<file path="src/rtl/riscv_pkg.sv">
// Shared definitions for the RISC-V run-control / performance monitor.
//  - FSM state encoding (also visible to anything decoding monitor state)
//  - Halt opcodes shared with the instruction decoder
//  - Helper to recognise an end-of-program instruction
package riscv_pkg;

  // FSM state encoding
  localparam logic [1:0] S_IDLE  = 2'd0;
  localparam logic [1:0] S_RUN   = 2'd1;
  localparam logic [1:0] S_DRAIN = 2'd2;
  localparam logic [1:0] S_DONE  = 2'd3;

  typedef enum logic [1:0] {
    ST_IDLE  = S_IDLE,
    ST_RUN   = S_RUN,
    ST_DRAIN = S_DRAIN,
    ST_DONE  = S_DONE
  } state_t;

  // jal x0,0 (self-loop) and ecall both mark the end of a program
  localparam logic [31:0] OP_HALT  = 32'h0000_006F;
  localparam logic [31:0] OP_ECALL = 32'h0000_0073;

  // True when instr equals either of the two stop encodings
  function automatic logic is_stop_instr(input logic [31:0] instr,
                                         input logic [31:0] halt_enc,
                                         input logic [31:0] ecall_enc);
    return (instr == halt_enc) || (instr == ecall_enc);
  endfunction

endpackage

</file>
<file path="src/rtl/sat_counter.sv">
// Saturating up-counter.
//  clk   in  1  clock, rising edge
//  rst_n in  1  asynchronous reset, active low
//  en    in  1  increment this cycle (ignored once all-ones)
//  clr   in  1  synchronous clear, wins over en
//  q     out W  registered count, holds at all-ones, never wraps
module sat_counter #(
  parameter int unsigned W = 16
) (
  input  logic         clk,
  input  logic         rst_n,
  input  logic         en,
  input  logic         clr,
  output logic [W-1:0] q
);

  logic [W-1:0] q_reg;

  always_ff @(posedge clk or negedge rst_n) begin
    if (!rst_n) begin
      q_reg <= '0;
    end else if (clr) begin
      q_reg <= '0;
    end else if (en && (q_reg != '1)) begin
      q_reg <= q_reg + W'(1);
    end
  end

  assign q = q_reg;

endmodule

</file>
<file path="src/rtl/riscv_perf_monitor.sv">
// Run-control and performance monitor beside the CPU retire stage.
// Watches retire pulses, counts cycles and instructions for a CPI figure,
// and raises done once a halt/ecall retires and the drain window expires,
// or when the watchdog cycle limit is reached.
//  CLOCK_50     in   1      system clock, rising edge
//  reset_n      in   1      asynchronous reset, active low
//  start        in   1      leaves IDLE when sampled high
//  retire       in   1      one instruction retired this cycle
//  retire_instr in   32     encoding of the retiring instruction
//  done         out  1      program finished; sticky until reset
//  timeout      out  1      done was caused by the watchdog; sticky
//  clock_count  out  CNT_W  cycles spent in RUN+DRAIN (saturating)
//  instr_cnt    out  CNT_W  instructions retired in RUN (saturating)
module riscv_perf_monitor
  import riscv_pkg::*;
#(
  parameter int unsigned CNT_W       = 16,
  parameter logic [31:0] HALT_INSTR  = OP_HALT,
  parameter logic [31:0] ECALL_INSTR = OP_ECALL,
  parameter int unsigned DRAIN_CYC   = 4,     // 0..15
  parameter int unsigned MAX_CYC     = 2000   // 0 disables the watchdog
) (
  input  logic             CLOCK_50,
  input  logic             reset_n,
  input  logic             start,
  input  logic             retire,
  input  logic [31:0]      retire_instr,
  output logic             done,
  output logic             timeout,
  output logic [CNT_W-1:0] clock_count,
  output logic [CNT_W-1:0] instr_cnt
);

  localparam logic [3:0] DRAIN_LOAD = 4'(DRAIN_CYC);

  state_t     state_reg;
  logic [3:0] drain_ctr_reg;
  logic       done_reg;
  logic       timeout_reg;

  logic       counting;
  logic       halt_retire;
  logic       wd_hit;
  logic       cnt_clr;
  logic [1:0] cnt_en;
  logic [CNT_W-1:0] cnt_q [2];

  assign counting    = (state_reg == ST_RUN) || (state_reg == ST_DRAIN);
  assign halt_retire = retire && is_stop_instr(retire_instr, HALT_INSTR, ECALL_INSTR);

  // Fires on the cycle whose increment lands clock_count on MAX_CYC.
  // A saturated counter narrower than MAX_CYC simply never matches.
  assign wd_hit = (MAX_CYC != 0) && counting &&
                  (32'(clock_count) == (MAX_CYC - 1));

  // Hold the counters at zero while idle so a retire coincident with
  // start is not counted.
  assign cnt_clr   = (state_reg == ST_IDLE);
  assign cnt_en[0] = counting;
  assign cnt_en[1] = (state_reg == ST_RUN) && retire;

  // Slot 0 counts cycles, slot 1 counts retired instructions
  generate
    for (genvar gi = 0; gi < 2; gi++) begin : g_cnt
      sat_counter #(.W(CNT_W)) u_cnt (
        .clk   (CLOCK_50),
        .rst_n (reset_n),
        .en    (cnt_en[gi]),
        .clr   (cnt_clr),
        .q     (cnt_q[gi])
      );
    end
  endgenerate

  assign clock_count = cnt_q[0];
  assign instr_cnt   = cnt_q[1];

  // Run-control FSM with registered done/timeout
  always_ff @(posedge CLOCK_50 or negedge reset_n) begin
    if (!reset_n) begin
      state_reg     <= ST_IDLE;
      drain_ctr_reg <= 4'd0;
      done_reg      <= 1'b0;
      timeout_reg   <= 1'b0;
    end else begin
      case (state_reg)
        ST_IDLE: begin
          if (start) state_reg <= ST_RUN;
        end
        ST_RUN: begin
          // Watchdog wins over a halt retiring in the same cycle
          if (wd_hit) begin
            state_reg   <= ST_DONE;
            done_reg    <= 1'b1;
            timeout_reg <= 1'b1;
          end else if (halt_retire) begin
            drain_ctr_reg <= DRAIN_LOAD;
            if (DRAIN_CYC == 0) begin
              state_reg <= ST_DONE;
              done_reg  <= 1'b1;
            end else begin
              state_reg <= ST_DRAIN;
            end
          end
        end
        ST_DRAIN: begin
          drain_ctr_reg <= drain_ctr_reg - 4'd1;
          if (wd_hit) begin
            state_reg   <= ST_DONE;
            done_reg    <= 1'b1;
            timeout_reg <= 1'b1;
          end else if (drain_ctr_reg == 4'd1) begin
            state_reg <= ST_DONE;
            done_reg  <= 1'b1;
          end
        end
        ST_DONE: begin
          // Terminal: only reset leaves this state
        end
        default: state_reg <= ST_IDLE;
      endcase
    end
  end

  assign done    = done_reg;
  assign timeout = timeout_reg;

endmodule
</file>
<file path="config.mk">
export PLATFORM = sky130hd
export DESIGN_NAME = riscv_perf_monitor
export DESIGN_NICKNAME = d
export VERILOG_FILES = /design/src/rtl/riscv_pkg.sv /design/src/rtl/sat_counter.sv /design/src/rtl/riscv_perf_monitor.sv
export SDC_FILE = /design/constraint.sdc
export NUM_CORES = 1
export LEC_CHECK = 0
export CORE_AREA = 5 5 82 84
export DETAILED_ROUTE_END_ITERATION = 7
export DIE_AREA = 0 0 87 89
export DONT_BUFFER_PORTS = 1
export GPL_TIMING_DRIVEN = 0
export PLACE_DENSITY = 0.63
export SYNTH_ARGS = -nofsm -noshare
export SYNTH_HDL_FRONTEND = slang
export SYNTH_HIERARCHICAL = 1
export SYNTH_SLANG_ARGS = --single-unit
</file>
<file path="constraint.sdc">
create_clock -name CLOCK_50 -period 2.3 [get_ports CLOCK_50]
set_clock_uncertainty 0.1 [all_clocks]
set_input_delay 0.46 -clock CLOCK_50 [delete_from_list [all_inputs] [get_ports CLOCK_50]]
set_output_delay 0.46 -clock CLOCK_50 [all_outputs]
set_load 0.03 [all_outputs]
</file>
==> results of run 1 <==
[synth_stat cells, types with 5 or more instances]
cell	number	area, um^2
a21oi_1	26	130
clkbuf_1	9	33.8
dfrtp_1	40	1000
ha_1	8	100
inv_1	12	45.0
mux2_1	8	90.1
nand2_1	17	63.8
nand3_1	6	30.0
nand4_1	15	93.8
nor2_1	11	41.3
nor2b_1	10	62.6
nor4_1	13	81.3
o21ai_1	9	45.0
o31ai_1	14	105
or3_1	5	31.3
or4_1	10	75.1
[power groups by stage]
stage	sequential (W)	combinational (W)	clock, W
after floorplan	0.000717	0.00000586	0
after global placement	0.000717	0.00000617	0
after detailed placement	0.000717	0.00000634	0
after CTS	0.000702	0.0000273	0.000596
after global routing	0.000702	0.0000304	0.000620
final	0.000702	0.0000261	0.000578
[logic make-up (layout without fill, tap and decap cells)]
| group | count (synthesis) | count (layout) |
|---|---|---|
| AOI/OAI and AO/OA | 64 | 64 |
| adders and majority gates | 8 | 8 |
| buffers and inverters | 23 | 39 |
| DFF | 40 | 40 |
| muxes | 11 | 11 |
| and+or+nand+nor | 128 | 128 |
[path summary, 6_finish.rpt]
path                                      start             endpoint  cells after the start
max                        g_cnt[0].u_cnt/q[13]         state_reg[0]                      5
min                                      retire  g_cnt[1].u_cnt/q[1]                      3
max reg2reg                g_cnt[0].u_cnt/q[13]         state_reg[0]                      5
min reg2reg                    drain_ctr_reg[1]     drain_ctr_reg[1]                      1
max in group asynchronous               reset_n  g_cnt[0].u_cnt/q[5]                      2
min in group asynchronous               reset_n  g_cnt[1].u_cnt/q[3]                      2
[layout make-up]
type	instances	area, um^2
tap	75	93.8
multi-input combinational	211	1530
inverter	12	48.8
timing repair buffer	9	80.1
clock buffer	6	72.6
buffer	10	55.1
fill	560	2920
sequential	40	1020
clock inverter	2	35.0
[metal layers]
metal	routed length [um]	GRT usage (%)	part of all wire (%)
met1	2870	22.3	43
met4	54	4.96	0.81
met5	0	0	0
met2	3390	28.8	51
met3	381	4.70	5.7
[what timing repair did]
item | 4_1_cts | 5_1_grt
pin swaps | 4 | 1
setup buffers | 1 | 6
setup endpoints to repair | 26 | 24
hold buffers | 2 | 0
endpoints found under the hold margin | 40 | 0
gates resized for setup | 6 | 18
[metrics by stage]
stage | total power [W] | util (%) | cells | setup slack [ns] | hold slack, ns
after floorplan | 0.000723 | - | 274 | 0.0224 | 0.0644
after global placement | 0.000723 | 46.0 | 349 | -0.151 | 0.0660
after detailed placement | 0.000723 | 46.0 | 349 | -0.150 | 0.0662
after CTS | 0.00133 | 48.8 | 359 | -0.0157 | 0.417
after global routing | 0.00135 | 50.1 | 365 | -0.0779 | 0.469
final | 0.00131 | 50.1 | 365 | -0.0175 | 0.453
[critical path: stages, from the launching register on]
cell	delay, ns
dfrtp_2	0.51
or4b_4	0.58
nor4_4	0.33
nand2_1	0.12
a31o_1	0.27
mux2_4	0.30
==> results_dict.tcl, run 1 <==
set metrics [dict create \
    cts_buffers 5 \
    ys_seq_elements 40 \
    die_area_mm2 0.00774 \
    dieWidth_um 87 \
    vdd_drop_max_mv 0.205 \
    path_clk_slew_ns 0.08 \
    worst_setup_path_start_kind "flip-flop" \
    grt_remaining_overflow 0 \
    grt_max_degree 41 \
    final-setup-viol-count 1 \
    initial_utilization_pct 44.4 \
    rsz0062_at_grt "true" \
    synth_cells 274 \
    finalWorstSetupSlack_ns -0.0175 \
    report.final.slew_viol_count 0 \
    grt.total_usage_pct 17.4 \
    fin_area_mm2 0.00293 \
    wl_mm 6.70 \
    violations "setup timing" \
    seq_power_share_pct 53.8 \
    finalHoldViolCount 0 \
    dp_hpwl_mm 4.65 \
    drt_pass1_iterations 4 \
    setup_tns_ns -0.0175 \
    die_h_um 89 \
    synthFlopType "dfrtp_1" \
    area_growth_pct 13.0 \
    p_leak_nw 1.16 \
    grt_pass1_vias 2200 \
    rows 28 \
    synth_edf_count 0 \
    async_flop_share_pct 100 \
    layout_commonest_cell "dfrtp_1" \
    synth_nets 318 \
    clk_path_buf_depth 2 \
    tightest_slew_ns 0.529 \
    vias 2272 \
    internal_power_w 0.00103 \
    drc 0 \
    final_nets 333 \
    cts_tree "yes" \
    synth_cell_types 49 \
    layout_worst_path_cycle_share_pct 101 \
    portBuffers 0 \
    arrival_ns 2.40 \
    core_area_mm2 0.00585 \
    synth-compound-area-share_pct 15.8 \
    drive_gt1_share_pct 21.7 \
    largest_reg_flops 32 \
    syn_avg_cell_area_um2 9.47 \
    synthAdderAreaFrac_pct 3.86 \
    synth_xor_area_share_pct 0 \
    clkPwrFrac_pct 44.2 \
    synth_seq_area_share_pct 38.6 \
    maxCapViolCount 0 \
    diodes 0 \
    p_switching_w 0.000273 \
    clk_latency_ns 0.29 \
    status "complete, but fails checks" \
    grt_pass1_wl_mm 10.8 \
    netlist_area_mm2 0.00259 \
    synth_top_family_by_area "simple AND/OR/NAND/NOR gates" \
    antenna_left 0 \
    fmax_mhz 431 \
    vias_per_cell 6.22 \
    worstPathMaxFanout 6 \
    cts.sinks 40 \
    cp-end-kind "flip-flop" \
    slew_headroom_pct 64.7 \
    dr.first_iter.drc_count 108 \
    fin_crit_ns 2.32 \
    gp_congestion 0.778 \
    worstHoldPathType "in -> reg" \
    root_buffer "clkbuf_8" \
    yosys_warnings 6 \
    combPwrFrac_pct 2.0 \
    num_io_pins 70 \
    powerDensity_mw_per_mm2 446 \
    crit_required_ns 2.38 \
    place_area_mm2 0.00269 \
    h-tree-depth 2 \
    synth_mux_area_share_pct 4.82 \
    rrSetupSlack_ns -0.02 \
    wl_per_cell_um 18.4 \
    final_cell_mix "dfrtp_1, a21oi_1, nand2_1" \
    antenna_found_initial 0 \
    yosys.area_share.simple_pct 33.1 \
    critPathKind "reg -> reg" \
    switching_share_pct 20.9 \
]
Note: power is estimated with default switching activity, not from simulation.
==> run 2, diff against run 1 <==
--- a/config.mk
+++ b/config.mk
@@ -11,6 +11,7 @@
 export DONT_BUFFER_PORTS = 1
 export GPL_TIMING_DRIVEN = 0
 export PLACE_DENSITY = 0.63
+export SKIP_LAST_GASP = 1
 export SYNTH_ARGS = -nofsm -noshare
 export SYNTH_HDL_FRONTEND = slang
 export SYNTH_HIERARCHICAL = 1
==> run 2 against run 1 <==
Die area unchanged. Combinational power about the same. Global-route usage about the same. Sequential power about the same. Flip-flop and latch count unchanged. Critical path depth unchanged. Critical endpoint unchanged. Non-clock buffer count unchanged. Power about the same. Worst hold slack about the same. Largest power group unchanged. Design area down 0.21%. The run still ends with setup timing left. Via count down 0.66%.
==> results_dict.tcl, run 2 (synthesized netlist as in run 1, its figures left out) <==
set metrics [dict create \
    status "complete, but fails checks" \
    violations "setup timing" \
    critPathKind "reg -> reg" \
    drive_gt1_share_pct 19.7 \
    dp_hpwl_mm 4.65 \
    reg2regPathDepth 5 \
    report.final.slew_viol_count 0 \
    area_growth_pct 12.7 \
    vias 2257 \
    grt_pass1_vias 2191 \
    rows 28 \
    met3_usage_pct 4.61 \
    worstPathMaxFanout 6 \
    die_area_mm2 0.00774 \
    diodes 0 \
    holdPathEnd "drain_ctr_reg[1]" \
    cts_tree "yes" \
    portBuffers 0 \
    wl_mm 6.70 \
    whs_ns 0.453 \
    arrival_ns 2.42 \
    grt_max_degree 41 \
    core_area_mm2 0.00585 \
    use_met2_pct 28.8 \
    layout_worst_path_cycle_share_pct 102 \
    root_buffer "clkbuf_8" \
    worstHoldPathType "reg -> reg" \
    final_nets 333 \
    top_usage_layer "met2" \
    cts_buffers 5 \
    wl_per_cell_um 18.4 \
    clk_latency_ns 0.29 \
    multi_input_area_mm2 0.00153 \
    antenna_found_initial 0 \
    grt_pass1_wl_mm 10.8 \
    powerDensity_mw_per_mm2 447 \
    final-setup-viol-count 1 \
    final_cell_mix "dfrtp_1, a21oi_1, nand2_1" \
    hold_depth 1 \
    finalHoldViolCount 0 \
    dr.first_iter.drc_count 100 \
    clk_path_buf_depth 2 \
    path_clk_slew_ns 0.08 \
    layout_commonest_cell "dfrtp_1" \
    largest_reg_flops 32 \
    crit_required_ns 2.38 \
    slew_headroom_pct 65.2 \
    maxCapViolCount 0 \
    r2r-start "g_cnt[0].u_cnt/q[10]" \
    vdd_drop_max_mv 0.205 \
    final.fill_count 560 \
    min_from "drain_ctr_reg[1]" \
    gp_congestion 0.778 \
    initial_utilization_pct 44.4 \
    dieWidth_um 87 \
    worst_setup_path_start_kind "flip-flop" \
    vias_per_cell 6.18 \
    grt_remaining_overflow 0 \
    fin_area_mm2 0.00293 \
    rsz0062_at_grt "true" \
    num_io_pins 70 \
    rrSetupSlack_ns -0.04 \
    place_area_mm2 0.00269 \
    h-tree-depth 2 \
    seq_area_mm2 0.00101 \
    use_met1_pct 22.3 \
    drt_pass1_iterations 4 \
    drc 0 \
    p_leak_nw 1.17 \
    die_h_um 89 \
    final_cells 365 \
    cp-end-kind "flip-flop" \
    tightest_slew_ns 0.521 \
    fin_crit_ns 2.34 \
    fmax_mhz 428 \
    cts.sinks 40 \
    place_inst 349 \
    grt.total_usage_pct 17.3 \
    finalWorstSetupSlack_ns -0.0360 \
    antenna_left 0 \
    setup_tns_ns -0.0360 \
    worstReg2RegEnd "state_reg[0]" \
]
run 2: final cells by class:
type                       instances  area share, %
multi-input combinational        211           52.3
sequential                        40           34.6
tap                               75           3.21
timing repair buffer               9           2.74
clock buffer                       6           2.48
buffer                            10           1.88
inverter                          12           1.67
clock inverter                     2           1.20
run 2: metal layers:
layer  vias up  share of wire, %
met3         6               5.6
li1       1090                 -
met5         -                 0
met2        54                51
met4         0              0.81
met1      1107                43
run 2: worst max-delay path: stages, from the launching register on:
cell     delay [ns]
dfrtp_1        0.58
or4b_4         0.53
nor4_4         0.33
nand2_1        0.12
a31o_1         0.27
mux2_4         0.30
run 2: timing repair:
action	CTS	global route
gates resized for setup	4	14
setup buffers	1	6
hold buffers	2	0
endpoints found under the hold margin	40	0
endpoints found under the setup margin	26	25
cloned	0	0
pin swaps	3	1
run 2: per-stage QoR:
stage | utilization, % | setup slack (ns) | power [W]
global placement | 46.0 | -0.151 | 0.000723
CTS | 48.7 | -0.0409 | 0.00133
detailed placement | 46.0 | -0.150 | 0.000723
floorplan | - | 0.0224 | 0.000723
global route | 50.0 | -0.0978 | 0.00135
finish | 50.0 | -0.0360 | 0.00131
run 2: how the worst max path moves through the flow:
stage	cells past startpoint	slack, ns	from	to
3_3_place_gp	5	-0.15	g_cnt[0].u_cnt/q[10]	state_reg[0]
6_report	5	-0.04	g_cnt[0].u_cnt/q[10]	state_reg[0]
3_5_place_dp	5	-0.15	g_cnt[0].u_cnt/q[10]	state_reg[0]
4_1_cts	5	-0.04	g_cnt[0].u_cnt/q[15]	state_reg[0]
5_1_grt	5	-0.1	g_cnt[0].u_cnt/q[10]	state_reg[0]
2_1_floorplan	5	0.02	g_cnt[0].u_cnt/q[10]	state_reg[0]
run 2: power by group:
part | internal (W) | total (W) | switching, W
Sequential | 0.000702 | 0.000702 | 0
Combinational | 0.00000885 | 0.0000262 | 0.0000173
Clock | 0.000322 | 0.000578 | 0.000256
==> run 3, diff against run 2 <==
--- a/config.mk
+++ b/config.mk
@@ -5,9 +5,9 @@
 export SDC_FILE = /design/constraint.sdc
 export NUM_CORES = 1
 export LEC_CHECK = 0
-export CORE_AREA = 5 5 82 84
+export CORE_AREA = 5 5 97 72
 export DETAILED_ROUTE_END_ITERATION = 7
-export DIE_AREA = 0 0 87 89
+export DIE_AREA = 0 0 102 77
 export DONT_BUFFER_PORTS = 1
 export GPL_TIMING_DRIVEN = 0
 export PLACE_DENSITY = 0.63
==> run 3 against run 2 <==
The flow still finishes with violations (setup timing). Final cell count increased by 0.55%. Clock power fell by 21%. Critical path depth unchanged. Sequential share of layout area increased by 0.19 points. Core utilization down 1.1 points. Non-clock buffer count decreased by 1. Critical path type unchanged. Via count grew 3.3%. Highest routed layer unchanged. Critical endpoint unchanged.
==> results_dict.tcl, run 3 (synthesized netlist as in run 1, its figures left out) <==
set metrics [dict create \
    status "complete, but fails checks" \
    violations "setup timing" \
    drc 0 \
    drive_gt1_share_pct 22.8 \
    rsz0062_at_grt "true" \
    final_nets 333 \
    final_cell_mix "dfrtp_1, a21oi_1, nand2_1" \
    dieWidth_um 102 \
    grt_pass1_vias 2118 \
    die_area_mm2 0.00785 \
    core_area_mm2 0.00598 \
    portBuffers 0 \
    setup_tns_ns -0.0610 \
    crit_required_ns 2.39 \
    path_clk_slew_ns 0.08 \
    clk_latency_ns 0.30 \
    grt_pass1_wl_mm 10.9 \
    tightest_slew_ns 0.520 \
    gp_congestion 0.806 \
    rrSetupSlack_ns -0.04 \
    initial_utilization_pct 43.4 \
    layout_worst_path_cycle_share_pct 102 \
    final.fill_count 567 \
    diodes 0 \
    seq_area_mm2 0.00102 \
    clk_path_buf_depth 2 \
    vias_per_cell 6.35 \
    cpMaxStageDelayCell "or4b_4" \
    vias 2331 \
    p_leak_nw 1.16 \
    antenna_left 0 \
    grt_max_degree 41 \
    fmax_mhz 427 \
    worstHoldPathType "reg -> reg" \
    grt.total_usage_pct 17.2 \
    cts_tree "yes" \
    worst_setup_path_start_kind "flip-flop" \
    root_buffer "clkbuf_8" \
    slew_headroom_pct 65.4 \
    slowest_delay_ns 0.58 \
    path_cells "or4b_4 > nor4_4 > nand2_1 > a31o_1 > mux2_4" \
    place_area_mm2 0.00270 \
    worst-path-buf-inv 0 \
    finalWorstSetupSlack_ns -0.0394 \
    vdd_drop_max_mv 0.224 \
    wl_per_cell_um 18.3 \
    cts_buffers 5 \
    wl_mm 6.72 \
    fin_crit_ns 2.34 \
    fin_area_mm2 0.00292 \
    largest_reg_flops 32 \
    final-setup-viol-count 3 \
    report.final.slew_viol_count 0 \
    powerDensity_mw_per_mm2 405 \
    antenna_found_initial 0 \
    worstPathMaxFanout 5 \
    critPathKind "reg -> reg" \
    die_h_um 77 \
    finalHoldViolCount 0 \
    num_io_pins 70 \
    dr.first_iter.drc_count 120 \
    dp_hpwl_mm 4.83 \
    grt_remaining_overflow 0 \
    drt_pass1_iterations 4 \
    area_growth_pct 12.7 \
    layout_commonest_cell "dfrtp_1" \
    multi_input_area_mm2 0.00154 \
    cp-end-kind "flip-flop" \
    maxCapViolCount 0 \
    crit_family "simple AND/OR/NAND/NOR gates" \
    rows 24 \
    finalPower_w 0.00118 \
    cts.sinks 40 \
    arrival_ns 2.43 \
    h-tree-depth 2 \
]
-- run 3: changes by cell type in the layout (fill, tap and decap cells not counted), sizes merged --
cell,previous run,this run
clkbuf,15,12
bufinv,1,0
clkinvlp,1,3
buf,9,10
-- run 3: power by group --
| part | total (W) | switching [W] | internal (W) |
|---|---|---|---|
| sequential | 0.000702 | 0 | 0.000702 |
| clock | 0.000455 | 0.000249 | 0.000206 |
| combinational | 0.0000259 | 0.0000170 | 0.00000890 |
-- run 3: routing by layer --
layer	global-route usage, %	wire length [um]
met5	0	0
met4	4.72	69
met3	5.08	552
met2	24.3	2980
met1	25.5	3120
-- run 3: worst paths after layout --
path / to / from / depth (start not counted)
max reg2reg: state_reg[0] / g_cnt[0].u_cnt/q[15] / 5
max: state_reg[0] / g_cnt[0].u_cnt/q[15] / 5
max in group asynchronous: g_cnt[1].u_cnt/q[0] / reset_n / 2
min in group asynchronous: g_cnt[1].u_cnt/q[10] / reset_n / 2
min: drain_ctr_reg[1] / drain_ctr_reg[1] / 1
min reg2reg: drain_ctr_reg[1] / drain_ctr_reg[1] / 1
-- run 3: per-stage QoR --
stage	utilization, %	cells	hold slack, ns	setup slack (ns)
final	48.9	367	0.452	-0.0394
after floorplan	-	274	0.0644	0.0224
after global placement	45.1	352	0.0655	-0.139
after global routing	48.9	367	0.496	-0.139
after CTS	47.2	360	0.442	-0.0142
after detailed placement	45.1	352	0.0659	-0.151
-- run 3: final cells by class --
cell class,count,area share [%]
multi-input combinational,211,52.7
sequential,40,34.7
tap,78,3.34
timing repair buffer,8,2.57
clock buffer,5,2.35
buffer,10,1.93
inverter,12,1.67
clock inverter,2,0.428
timing repair inverter,1,0.257
-- run 3: timing repair --
item / in CTS / in global routing
setup endpoints to repair: 33 / 30
hold buffers: 2 / 0
gates resized for setup: 6 / 21
pin swaps: 3 / 8
endpoints found under the hold margin: 40 / 0
buffers inserted: 0 / 6
gates cloned: 0 / 1
-- run 3: worst reg2reg max path: stages (launching register included) --
cell and delay (ns):
dfrtp_2 0.50, or4b_4 0.58, nor4_4 0.39, nand2_1 0.11
a31o_1 0.26, mux2_4 0.30
